[src/rtl/ahb_write_sequencer_if.sv]
// Requester handshakes and AHB write-slave bus lines of the write sequencer.
// master: the sequencer side; slave: requesters, stall source and write slave.
interface ahb_write_sequencer_if #(
    parameter int DATA_W = 8,
    parameter int SIZE_W = 5
);
    logic              req0_valid;
    logic              req0_ready;
    logic [DATA_W-1:0] req0_p0;
    logic [DATA_W-1:0] req0_p1;
    logic [SIZE_W-1:0] req0_size;
    logic              req1_valid;
    logic              req1_ready;
    logic [DATA_W-1:0] req1_p0;
    logic [DATA_W-1:0] req1_p1;
    logic [SIZE_W-1:0] req1_size;
    logic              bus_stall;
    logic              hsel_x;
    logic              hwrite;
    logic              hready;
    logic [1:0]        write_select;
    logic [DATA_W-1:0] hwdata;
    logic              busy;
    logic              done;
    logic              done_id;

    modport master (
        input  req0_valid, req0_p0, req0_p1, req0_size,
        input  req1_valid, req1_p0, req1_p1, req1_size,
        input  bus_stall,
        output req0_ready, req1_ready,
        output hsel_x, hwrite, hready, write_select, hwdata,
        output busy, done, done_id
    );

    modport slave (
        output req0_valid, req0_p0, req0_p1, req0_size,
        output req1_valid, req1_p0, req1_p1, req1_size,
        output bus_stall,
        input  req0_ready, req1_ready,
        input  hsel_x, hwrite, hready, write_select, hwdata,
        input  busy, done, done_id
    );
endinterface

[src/rtl/ahb_write_sequencer.sv]
// Round-robin sharing of the AHB write slave between two requesters.
// Ports: hclk, hreset_n (async active-low), bus (requesters + slave bus).
module ahb_write_sequencer #(
    parameter int DATA_W = 8,
    parameter int SIZE_W = 5
) (
    input  logic                   hclk,
    input  logic                   hreset_n,
    ahb_write_sequencer_if.master  bus
);
    typedef enum logic [2:0] {
        S_IDLE,
        S_SIZE,
        S_P0,
        S_P1,
        S_DONE
    } state_t;

    state_t            r_state;
    logic              r_rr_last;
    logic              r_id;
    logic [DATA_W-1:0] r_p0;
    logic [DATA_W-1:0] r_p1;
    logic              r_hsel;
    logic              r_hwrite;
    logic [1:0]        r_ws;
    logic [DATA_W-1:0] r_hwdata;
    logic              r_done;
    logic              r_done_id;

    logic              w_idle;
    logic              w_beat;
    logic              w_grant;
    logic              w_rdy0;
    logic              w_rdy1;
    logic              w_hs;
    logic [DATA_W-1:0] w_p0;
    logic [DATA_W-1:0] w_p1;
    logic [DATA_W-1:0] w_size;

    assign w_idle = (r_state == S_IDLE);
    assign w_beat = (r_state == S_SIZE) || (r_state == S_P0) ||
                    (r_state == S_P1);

    // On a tie the requester not served last wins.
    assign w_grant = (bus.req0_valid && bus.req1_valid) ? ~r_rr_last
                                                        : bus.req1_valid;
    assign w_rdy0  = w_idle && bus.req0_valid && !w_grant;
    assign w_rdy1  = w_idle && bus.req1_valid && w_grant;
    assign w_hs    = w_rdy0 || w_rdy1;

    assign w_p0   = w_grant ? bus.req1_p0 : bus.req0_p0;
    assign w_p1   = w_grant ? bus.req1_p1 : bus.req0_p1;
    // Zero-extend the size field into the data lane.
    assign w_size = w_grant ? DATA_W'(bus.req1_size)
                            : DATA_W'(bus.req0_size);

    assign bus.req0_ready   = w_rdy0;
    assign bus.req1_ready   = w_rdy1;
    assign bus.hready       = w_beat && !bus.bus_stall;
    assign bus.hsel_x       = r_hsel;
    assign bus.hwrite       = r_hwrite;
    assign bus.write_select = r_ws;
    assign bus.hwdata       = r_hwdata;
    assign bus.busy         = !w_idle;
    assign bus.done         = r_done;
    assign bus.done_id      = r_done_id;

    always_ff @(posedge hclk or negedge hreset_n) begin
        if (!hreset_n) begin
            r_state   <= S_IDLE;
            r_rr_last <= 1'b1;
            r_id      <= 1'b0;
            r_p0      <= '0;
            r_p1      <= '0;
            r_hsel    <= 1'b0;
            r_hwrite  <= 1'b0;
            r_ws      <= 2'd0;
            r_hwdata  <= '0;
            r_done    <= 1'b0;
            r_done_id <= 1'b0;
        end else begin
            case (r_state)
                S_IDLE: begin
                    if (w_hs) begin
                        r_id     <= w_grant;
                        r_p0     <= w_p0;
                        r_p1     <= w_p1;
                        r_hsel   <= 1'b1;
                        r_hwrite <= 1'b1;
                        r_ws     <= 2'd2;
                        r_hwdata <= w_size;
                        r_state  <= S_SIZE;
                    end
                end
                S_SIZE: begin
                    if (!bus.bus_stall) begin
                        r_ws     <= 2'd0;
                        r_hwdata <= r_p0;
                        r_state  <= S_P0;
                    end
                end
                S_P0: begin
                    if (!bus.bus_stall) begin
                        r_ws     <= 2'd1;
                        r_hwdata <= r_p1;
                        r_state  <= S_P1;
                    end
                end
                S_P1: begin
                    if (!bus.bus_stall) begin
                        r_hsel    <= 1'b0;
                        r_hwrite  <= 1'b0;
                        r_ws      <= 2'd0;
                        r_hwdata  <= '0;
                        r_done    <= 1'b1;
                        r_done_id <= r_id;
                        r_state   <= S_DONE;
                    end
                end
                S_DONE: begin
                    r_done    <= 1'b0;
                    r_done_id <= 1'b0;
                    r_rr_last <= r_id;
                    r_state   <= S_IDLE;
                end
                default: begin
                    r_state <= S_IDLE;
                end
            endcase
        end
    end
endmodule

[src/flat_wrapper.sv]
// flat-port wrapper written by rule: the top's interface ports become plain ports
module ahb_write_sequencer_flat 
#(
    parameter int DATA_W = 8,
    parameter int SIZE_W = 5
)
  (hclk, hreset_n, bus_req0_valid, bus_req0_p0, bus_req0_p1, bus_req0_size, bus_req1_valid, bus_req1_p0, bus_req1_p1, bus_req1_size, bus_bus_stall, bus_req0_ready, bus_req1_ready, bus_hsel_x, bus_hwrite, bus_hready, bus_write_select, bus_hwdata, bus_busy, bus_done, bus_done_id);
  ahb_write_sequencer_if #(.DATA_W(DATA_W), .SIZE_W(SIZE_W)) bus_i ();
  input  logic hclk;
  input  logic hreset_n;
  input wire logic [$bits(bus_i.req0_valid)-1:0] bus_req0_valid;
  input wire logic [$bits(bus_i.req0_p0)-1:0] bus_req0_p0;
  input wire logic [$bits(bus_i.req0_p1)-1:0] bus_req0_p1;
  input wire logic [$bits(bus_i.req0_size)-1:0] bus_req0_size;
  input wire logic [$bits(bus_i.req1_valid)-1:0] bus_req1_valid;
  input wire logic [$bits(bus_i.req1_p0)-1:0] bus_req1_p0;
  input wire logic [$bits(bus_i.req1_p1)-1:0] bus_req1_p1;
  input wire logic [$bits(bus_i.req1_size)-1:0] bus_req1_size;
  input wire logic [$bits(bus_i.bus_stall)-1:0] bus_bus_stall;
  output wire logic [$bits(bus_i.req0_ready)-1:0] bus_req0_ready;
  output wire logic [$bits(bus_i.req1_ready)-1:0] bus_req1_ready;
  output wire logic [$bits(bus_i.hsel_x)-1:0] bus_hsel_x;
  output wire logic [$bits(bus_i.hwrite)-1:0] bus_hwrite;
  output wire logic [$bits(bus_i.hready)-1:0] bus_hready;
  output wire logic [$bits(bus_i.write_select)-1:0] bus_write_select;
  output wire logic [$bits(bus_i.hwdata)-1:0] bus_hwdata;
  output wire logic [$bits(bus_i.busy)-1:0] bus_busy;
  output wire logic [$bits(bus_i.done)-1:0] bus_done;
  output wire logic [$bits(bus_i.done_id)-1:0] bus_done_id;
  assign bus_i.req0_valid = bus_req0_valid;
  assign bus_i.req0_p0 = bus_req0_p0;
  assign bus_i.req0_p1 = bus_req0_p1;
  assign bus_i.req0_size = bus_req0_size;
  assign bus_i.req1_valid = bus_req1_valid;
  assign bus_i.req1_p0 = bus_req1_p0;
  assign bus_i.req1_p1 = bus_req1_p1;
  assign bus_i.req1_size = bus_req1_size;
  assign bus_i.bus_stall = bus_bus_stall;
  assign bus_req0_ready = bus_i.req0_ready;
  assign bus_req1_ready = bus_i.req1_ready;
  assign bus_hsel_x = bus_i.hsel_x;
  assign bus_hwrite = bus_i.hwrite;
  assign bus_hready = bus_i.hready;
  assign bus_write_select = bus_i.write_select;
  assign bus_hwdata = bus_i.hwdata;
  assign bus_busy = bus_i.busy;
  assign bus_done = bus_i.done;
  assign bus_done_id = bus_i.done_id;
  ahb_write_sequencer #(.DATA_W(DATA_W), .SIZE_W(SIZE_W)) u_core (.hclk(hclk), .hreset_n(hreset_n), .bus(bus_i));
endmodule
[config.mk]
export PLATFORM = sky130hd
export DESIGN_NAME = ahb_write_sequencer_flat
export DESIGN_NICKNAME = d
export VERILOG_FILES = /design/src/rtl/ahb_write_sequencer_if.sv /design/src/rtl/ahb_write_sequencer.sv /design/src/flat_wrapper.sv
export SDC_FILE = /design/constraint.sdc
export NUM_CORES = 1
export LEC_CHECK = 0
export BUFFER_PORTS_ARGS = -buffer_cell sky130_fd_sc_hd__buf_2
export CELL_PAD_IN_SITES_DETAIL_PLACEMENT = 2
export CELL_PAD_IN_SITES_GLOBAL_PLACEMENT = 2
export CORE_MARGIN = 5
export CORE_UTILIZATION = 34
export CTS_CLUSTER_DIAMETER = 80
export DETAILED_ROUTE_END_ITERATION = 10
export PLACE_DENSITY = 0.9
export SETUP_SLACK_MARGIN = 0.15
export SLEW_MARGIN = 20
export SYNTH_ARGS = -nofsm -noshare
export SYNTH_HDL_FRONTEND = slang
export SYNTH_SLANG_ARGS = --single-unit
[constraint.sdc]
create_clock -name hclk -period 2.55 [get_ports hclk]
set_input_delay 0.51 -clock hclk [delete_from_list [all_inputs] [get_ports hclk]]
set_output_delay 0.51 -clock hclk [all_outputs]
set_load 0.01 [all_outputs]
# After elaboration in Yosys (flattened, before gate mapping)
# Index checks and enable logic that the tools add are counted.
# W data, S select, Z words.
[classes]
n_eq_ne = 9
mux = 25
bitwise = 1
n_reduce_logical = 24
[op_table]
columns = ["cell", "n"]
rows = [
  ["$mux W8", 6],
  ["$pmux W8 S4", 1],
  ["$mux W3", 4],
  ["$pmux W3 S4", 1],
  ["$ne A2 B2 Y1 const B", 5],
  ["$reduce_and A4 Y1", 2],
  ["$eq A3 B2 Y1 const B", 2],
  ["$logic_and A1 B1 Y1", 6],
  ["$mux W2", 3],
  ["$pmux W1 S2", 3],
  ["$pmux W2 S3", 1],
  ["$mux W1", 5],
  ["$mux W5", 1],
  ["$reduce_and A5 Y1", 1],
  ["$reduce_and A2 Y1", 2],
  ["$reduce_bool A2 Y1", 2],
  ["$reduce_bool A4 Y1", 1],
  ["$eq A3 B1 Y1 const B", 1],
  ["$eq A3 B3 Y1 const B", 1],
  ["$logic_not A1 Y1", 3],
  ["$logic_not A3 Y1", 1],
  ["$logic_or A1 B1 Y1", 3],
  ["$reduce_and A3 Y1", 1],
  ["$reduce_bool A3 Y1", 1],
  ["other kinds (2)", 2],
]
[totals]
reg_bits = 34
in_bits = 47
out_inout_bits = 18
elab_cells = 69

# Logic depth before layout (Yosys ltp)
# Gate-level depths: netlist (run 1).
[depth]
word_depth = 7
mapped_depth = 6
depth_no_buf = 4

# Worst setup path before layout (run 1)
# No wires, ideal clock.
[synth_path]
kind = "register to register"
start = "register u_core.r_state[0]"
end = "register u_core.r_p1[4]"
setup_ns = 0.125
t_arrival_ns = 1.528
setup_slack_ns = 0.897
path_stages_with_launch = 7
path_buffers = 2
synth_period_minus_slack_ns = 1.653
path_cell_list = "dfrtp_1 > buf_4 > nor3_2 > inv_2 > nor2_4 > buf_6 > mux2_2"
[synth_between]
elab_chain_cells = 5
word_cells_on_any_way = 7
classes_between = "7 x reduce/logical"
[synth_lines]
columns = ["item", "line", "rtl"]
rows = [
  ["start: declaration", "ahb_write_sequencer.sv:19", "state_t r_state;"],
  ["start signal: assignment", "ahb_write_sequencer.sv:71", "r_state <= S_IDLE;"],
  ["start signal: assignment", "ahb_write_sequencer.sv:93", "r_state <= S_SIZE;"],
  ["start signal: assignment", "ahb_write_sequencer.sv:100", "r_state <= S_P0;"],
  ["$logic_not A3 Y1 *", "ahb_write_sequencer.sv:41, ahb_write_sequencer.sv:83", ""],
  ["$logic_and A1 B1 Y1, on equally long branches (2 in series)", "ahb_write_sequencer.sv:48, ahb_write_sequencer.sv:49", ""],
  ["$logic_or A1 B1 Y1", "ahb_write_sequencer.sv:50", "assign w_hs = w_rdy0 || w_rdy1;"],
  ["$reduce_and A2 Y1 (no source line) *", "n/a", ""],
  ["end signal: assignment", "ahb_write_sequencer.sv:88", "r_p1 <= w_p1;"],
  ["end: declaration", "ahb_write_sequencer.sv:23", "logic [DATA_W-1:0] r_p1;"],
]
# Mark *: on every way between the ends. The rest lies on a longest branch, timed or not.
# A chain may end at the register's enable or synchronous reset.

# Final worst setup path (run 1)
[layout_path]
start = "register u_core.r_state[1]"
end = "output port bus_req1_ready"
[layout_between]
elab_chain_cells = 3
[layout_lines]
columns = ["item", "line", "rtl"]
rows = [
  ["$logic_not A3 Y1", "ahb_write_sequencer.sv:41", "assign w_idle = (r_state == S_IDLE);"],
  ["$logic_and A1 B1 Y1 (2 in series)", "ahb_write_sequencer.sv:49", "assign w_rdy1 = w_idle && bus.req1_valid && w_grant;"],
  ["end: declaration", "flat_wrapper.sv:21", "output wire logic [$bits(bus_i.req1_ready)-1:0] bus_req1_ready;"],
]
# Every way passes these cells.

==> metrics, run 1 <==
status complete, no violations; adder-cell area share of the yosys netlist 0%; clock latency on the worst-skew pair about 0.29 ns; core box area 5510 um^2; Die Ht between 80 and 90 um; Max FO, Critical Path 19; largest net degree at the start of global routing 35; hpwl dp slightly below 4000 um; first-pass GRT wire length 8020 um; final WL ~4900 um; Cell Area, Synth around 1900 um^2; via-per-instance ratio a little over 5; Non-Filler Instances 288; Reg2Reg Depth 4; area leader, netlist dfrtp_1; post_cts resized 0; reg-to-reg endpoint u_core.r_p1[4]; WP data required 2.04 ns; Synth Area in Compound Gates roughly 17%; largest family of logic cells by synthesized area multiplexers; startpoint types flip-flop; Tcrit/Tclk final approximately 86%; fmax between 400 and 500 MHz; PwrDens 1160 nW/um^2; unrepaired setup endpoints after global routing no; # setup viols final 0; count leader, synth dfrtp_1; xor/xnor cell area share of the yosys netlist less than 1%; Clk pin slew, worst setup/hold paths 0.07 ns; sequential share of power about 39%; cts hold-fix bufs 0; Initial Util 34.8%; Post-CTS Setup Inserts 0; gpl congestion roughly 0.74; Max clock buf depth 2; Synth Area per Inst roughly 13 um^2; gr ovfl total 0; 1st-iter DRT viols 34; CTS Buf Count 5; initial antenna violation count 0; IO Pins 65; vias in the first global route 1601; Gate power share 44.8%; Final Util 42.9%; max_cap viols 0; synth warn 0; Worst R2R Start u_core.r_state[1]; clk sinks 34; Final TNS setup 0 ns; CP Launch Point u_core.r_state[1]; Clock Tree Root clkbuf_8; die width roughly 85 um; Final min period 2.18 ns; Final Instance Area roughly 2400 um^2; Post-synth EDFFs 0; final slew viol count 0; Worst-Margin Slew 0.740 ns; mux contribution to synthesized area 23.1%; DIE AREA slightly above 7000 um^2; share of the synthesized area in the top cell type between 40 and 50%; Async S/R FF share, synth 100%; total power draw about 0.0027 W; Area Overhead vs Synth 23.4%; worst clock skew approximately 0.0045 ns; sequential area share after synthesis between 40 and 50%; Placed Cells between 200 and 300; Int Pwr ~0.0017 W; layout cell share with drive strength beyond 1 approximately 50%; Netlist cell types 38; Gate Count Post-Synth around 150; HP Class input pin to asynchronous set/reset pin; Worst Path Arrival around 1.7 ns; drt first pass iters 3; Site Rows 27; H-tree levels 2; worst rel slew slack roughly 51%; GRT Total Usage between 10% and 20%; Synth Register Bits 34; buffers added on ports between 60 and 70; R2R setup slack around 0.50 ns; drt drc 0; DP Area about 2300 um^2; n_diodes 0; post-DR wirelength/cell ~17 um; leakage approximately 1.2 nW; CTS tree done; most frequent cells after synthesis dfrtp_1 (33), mux2_4 (22), o31ai_1 (10), nor2b_1 (8), a22o_1 (7); Antenna Violating Nets Remaining 0; Peak VDD IR between 0.3 and 0.4 mV; Main synth FF type dfrtp_1; Vias approximately 1500; switching share of power a little over a third; switching power ~0.001 W; final hold viol count 0; clock network fraction of total power about 17%; simple-gate share of the synthesized area under 10%; Final #Nets 262; top cells by area, synth dfrtp_1 (43%), mux2_4 (17%), o31ai_1 (3.9%); Syn Nets 200; Setup crit end kind output pin; Crit Path Category flip-flop to output pin
## per-layer routing
metal  global-route usage [%]  part of all wire [%]  vias up
li1                         -                     -      697
met1                     17.4                    43      706
met2                     23.4                    48       52
met3                     3.40                   6.8        9
met4                     6.91                   2.0        0
met5                        0                     0        -
## logic make-up (layout without fill, tap and decap cells)
kind of cell | after synthesis | in the layout
compound gates | 42 | 42
xor+xnor | 1 | 1
buf+inv | 13 | 76
flops | 34 | 34
mux | 32 | 32
simple gates | 31 | 31
## per-stage QoR
stage / hold slack (ns) / worst slack [ns]
final: 0.280 / 0.368
after global routing: 0.341 / 0.213
after CTS: 0.310 / 0.356
after detailed placement: 0.493 / 0.512
after global placement: 0.489 / 0.555
after floorplan: 0.214 / 0.897
## worst max-delay path by stage
stage	endpoint	slack [ns]	depth (start not counted)
5_1_grt	bus_req1_ready	0.21	4
3_3_place_gp	bus_req0_ready	0.56	4
3_5_place_dp	u_core.r_p1[4]	0.51	4
6_report	bus_req1_ready	0.37	4
2_1_floorplan	u_core.r_p1[4]	0.90	6
4_1_cts	bus_req1_ready	0.36	4
## area by class of cell
type / instances / area [um^2]
tap: 72 / 90.1
inverter: 3 / 11.3
multi-input combinational: 106 / 973
clock buffer: 8 / 110
timing repair buffer: 65 / 328
sequential: 34 / 852
fill: 589 / 3140
## registers in the layout, indices dropped and copies added (netlist names)
| register | flops |
|---|---|
| u_core.bus.done | 1 |
| u_core.r_p1 | 8 |
| u_core.r_rr_last | 1 |
| u_core.bus.write_select | 2 |
| u_core.r_p0 | 8 |
| u_core.bus.done_id | 1 |
| u_core.r_state | 3 |
| u_core.r_id | 1 |
| u_core.bus.hwdata | 8 |
| u_core.bus.hsel_x | 1 |
## worst max-delay path, stage by stage (launching register included)
cell and delay [ns]:
dfrtp_1 0.61, nor3_2 0.34, inv_2 0.10, nor2_1 0.16, buf_2 0.17
## power by group through the flow
stage          clock network [W]  logic [W]  registers, W
6_report                0.000459    0.00123       0.00105
3_3_place_gp                   0    0.00118       0.00106
4_1_cts                 0.000476    0.00125       0.00106
5_1_grt                 0.000502    0.00134       0.00110
3_5_place_dp                   0    0.00125       0.00107
2_1_floorplan                  0   0.000975      0.000988
## cells in the final DEF, fill, tap and decap left out
cell / synthesis / routed
a21o_1: 2 / 2
o21ai_0: 3 / 3
nor2_1: 6 / 6
nor2b_1: 8 / 8
buf_2: 0 / 64
a221oi_1: 5 / 5
and3_1: 2 / 2
mux2i_1: 1 / 1
nor3_1: 1 / 1
a2111oi_0: 1 / 1
o21ba_2: 1 / 1
mux2_4: 22 / 22
mux2_1: 4 / 4
a22o_1: 7 / 7
and4b_1: 1 / 1
o31ai_1: 10 / 10
inv_2: 1 / 1
xnor2_1: 1 / 1
o21bai_1: 1 / 1
a21oi_1: 3 / 3
o21ai_1: 1 / 1
dfrtp_1: 33 / 33
nand2b_1: 1 / 1
a21bo_4: 1 / 1
mux2_2: 5 / 5
nor4_2: 1 / 1
a32o_1: 1 / 1
dfstp_2: 1 / 1
inv_1: 2 / 2
nor2_4: 1 / 1
nor3_2: 1 / 1
o21a_1: 1 / 1
buf_4: 3 / 1
a2bb2oi_1: 5 / 5
and2_1: 5 / 5
nand2_1: 3 / 3
or3_1: 1 / 1
clkbuf_8: 0 / 8
(Power assumes the default switching activity.)
==> run 2, diff against run 1 <==
--- a/config.mk
+++ b/config.mk
@@ -6,13 +6,11 @@
 export NUM_CORES = 1
 export LEC_CHECK = 0
 export BUFFER_PORTS_ARGS = -buffer_cell sky130_fd_sc_hd__buf_2
-export CELL_PAD_IN_SITES_DETAIL_PLACEMENT = 2
-export CELL_PAD_IN_SITES_GLOBAL_PLACEMENT = 2
 export CORE_MARGIN = 5
-export CORE_UTILIZATION = 34
+export CORE_UTILIZATION = 30
 export CTS_CLUSTER_DIAMETER = 80
 export DETAILED_ROUTE_END_ITERATION = 10
-export PLACE_DENSITY = 0.9
+export PLACE_DENSITY = 0.58
 export SETUP_SLACK_MARGIN = 0.15
 export SLEW_MARGIN = 20
 export SYNTH_ARGS = -nofsm -noshare
==> run 2 against run 1 <==
Compared with the run above:
- non-clock buffer count unchanged
- global-route usage decreased by 3.6 points
- utilization decreased by 5.5 points
- maximum frequency increased by 2.6%
- die area increased by 12%
- final cell count increased by 1.7%
- via count decreased by 4.8%
- routed wire length decreased by 14%
- sequential power about the same
- clock skew increased by 0.00098 ns
==> metrics, run 2 (synthesis gave the netlist of run 1 again) <==
status complete, no violations; gpl congestion 0.776 (+4.3%); Final Instance Area 2350 um^2 (-0.58%); Crit Path Category flip-flop to output pin; Max FO, Critical Path 20 (+1); CTS Buf Count 5 (unchanged); Site Rows 29 (+7.4%); drt first pass iters 4 (+1); startpoint types flip-flop; Final #Nets 262 (unchanged); CTS tree done; GRT Total Usage 10.6% (-3.6 points); Worst R2R Start u_core.r_state[0]; largest net degree at the start of global routing 35 (unchanged); DIE AREA 8080 um^2 (+12%); critical-path cell list nor3_2 > inv_2 > nor2_1 > buf_2; via-per-instance ratio 4.75 (-6.5%); max_cap viols 0 (unchanged); R2R setup slack 0.59 ns (+0.09 ns); Setup crit end kind output pin; reg-to-reg endpoint u_core.r_p0[0]; Clk pin slew, worst setup/hold paths 0.06 ns (about the same); Reg2Reg Depth 4 (unchanged); Final min period 2.13 ns (-0.0549 ns); commonest non-fill, non-tap cell in the layout buf_2; leakage 1.15 nW (-1.1%); IO Pins 65 (unchanged); Post-CTS Setup Inserts 0 (unchanged); clk sinks 34 (unchanged); Peak VDD IR 0.380 mV (-0.11%); Clock Tree Root clkbuf_8; initial antenna violation count 0 (unchanged); total power draw 0.00264 W (-3.8%); clock latency on the worst-skew pair 0.28 ns (about the same); vias in the first global route 1480 (-7.6%); final slew viol count 0 (unchanged); Final TNS setup 0 ns (unchanged); final WL 4230 um (-14%); Antenna Violating Nets Remaining 0 (unchanged); final hold viol count 0 (unchanged); H-tree levels 2 (unchanged); Fillers 647 (+9.8%); PwrDens 1120 nW/um^2 (-3.2%); n_diodes 0 (unchanged); Slowest cell on crit path dfrtp_1; buffers added on ports 64 (unchanged); hpwl dp 3250 um (-16%); 1st-iter DRT viols 66 (+94%); Die Ht 89.9 um (+5.7%); DP Area 2260 um^2 (+0.28%); Worst-Margin Slew 0.748 ns (+0.00792 ns); Initial Util 30.5% (-4.3 points); worst rel slew slack 50.1% (-0.53 points); unrepaired setup endpoints after global routing no; Area Overhead vs Synth 22.7%; commonest non-fill, non-tap cells in the layout buf_2 (64), dfrtp_1 (33), mux2_4 (22); post-DR wirelength/cell 14.4 um (-16%); WP data required 2.04 ns (about the same); die width 89.9 um (+5.7%); Tcrit/Tclk final 83.4% (-2.2 points); Vias 1393 (-4.8%); critical path's largest stage delay 0.59 ns (-0.02 ns); first-pass GRT wire length 6990 um (-13%); Max clock buf depth 2 (unchanged); multi-input logic area 973 um^2 (unchanged); post_cts resized 0 (unchanged); layout cell share with drive strength beyond 1 48.6% (-0.93 points); # setup viols final 0 (unchanged); Worst Path Arrival 1.62 ns (-0.05 ns); cts hold-fix bufs 0 (unchanged); Sequential Area 852 um^2 (unchanged); core box area 6280 um^2 (+14%); fmax 470 MHz (+2.6%); worst clock skew 0.00550 ns (+0.000984 ns); HP Class input pin to asynchronous set/reset pin; drt drc 0 (unchanged); gr ovfl total 0 (unchanged)
-- run 2: metal layers --
metal | vias up | GRT usage (%) | part of all wire (%) | wire [um]
li1 | 700 | - | - | -
met1 | 644 | 13.2 | 46 | 1950
met2 | 45 | 16.7 | 46 | 1930
met3 | 4 | 4.09 | 7.2 | 305
met4 | 0 | 4.09 | 1.1 | 48
met5 | - | 0 | 0 | 0
-- run 2: how the worst max path moves through the flow --
stage                                end  cells after the start               from  slack, ns
after floorplan           u_core.r_p1[4]                      6  u_core.r_state[0]       0.90
after global placement    bus_req0_ready                      4     bus_req1_valid       0.58
after detailed placement  u_core.r_p0[0]                      4  u_core.r_state[0]       0.58
after CTS                 bus_req1_ready                      4  u_core.r_state[0]       0.40
after global routing      bus_req1_ready                      4  u_core.r_state[0]       0.33
final                     bus_req1_ready                      4  u_core.r_state[0]       0.42
-- run 2: worst max-delay path, delay by kind of cell, from the launching register on --
| family | cells | cell delay, ns |
|---|---|---|
| buf+inv | 2 | 0.26 |
| flops | 1 | 0.59 |
| simple gates | 2 | 0.49 |
-- run 2: where the power goes --
part | total, W | internal [W] | switching (W)
Combinational | 0.00120 | 0.000663 | 0.000536
Sequential | 0.00104 | 0.000815 | 0.000221
Clock | 0.000402 | 0.000220 | 0.000182
-- run 2: per-stage QoR --
| step | setup slack (ns) | hold WS [ns] | util, % | instances |
|---|---|---|---|---|
| after floorplan | 0.897 | 0.214 | - | 153 |
| final | 0.423 | 0.295 | 37.5 | 293 |
| after global placement | 0.579 | 0.476 | 36.0 | 285 |
| after global routing | 0.334 | 0.359 | 37.5 | 293 |
| after CTS | 0.398 | 0.320 | 37.5 | 293 |
| after detailed placement | 0.579 | 0.480 | 36.0 | 285 |
-- run 2: area by class of cell --
cell class / count / area share, %
multi-input cells: 106 / 41.4
clock buffers: 8 / 3.83
repair buffers: 65 / 13.9
well taps: 77 / 4.10
inverters: 3 / 0.479
flip-flops and latches: 34 / 36.2
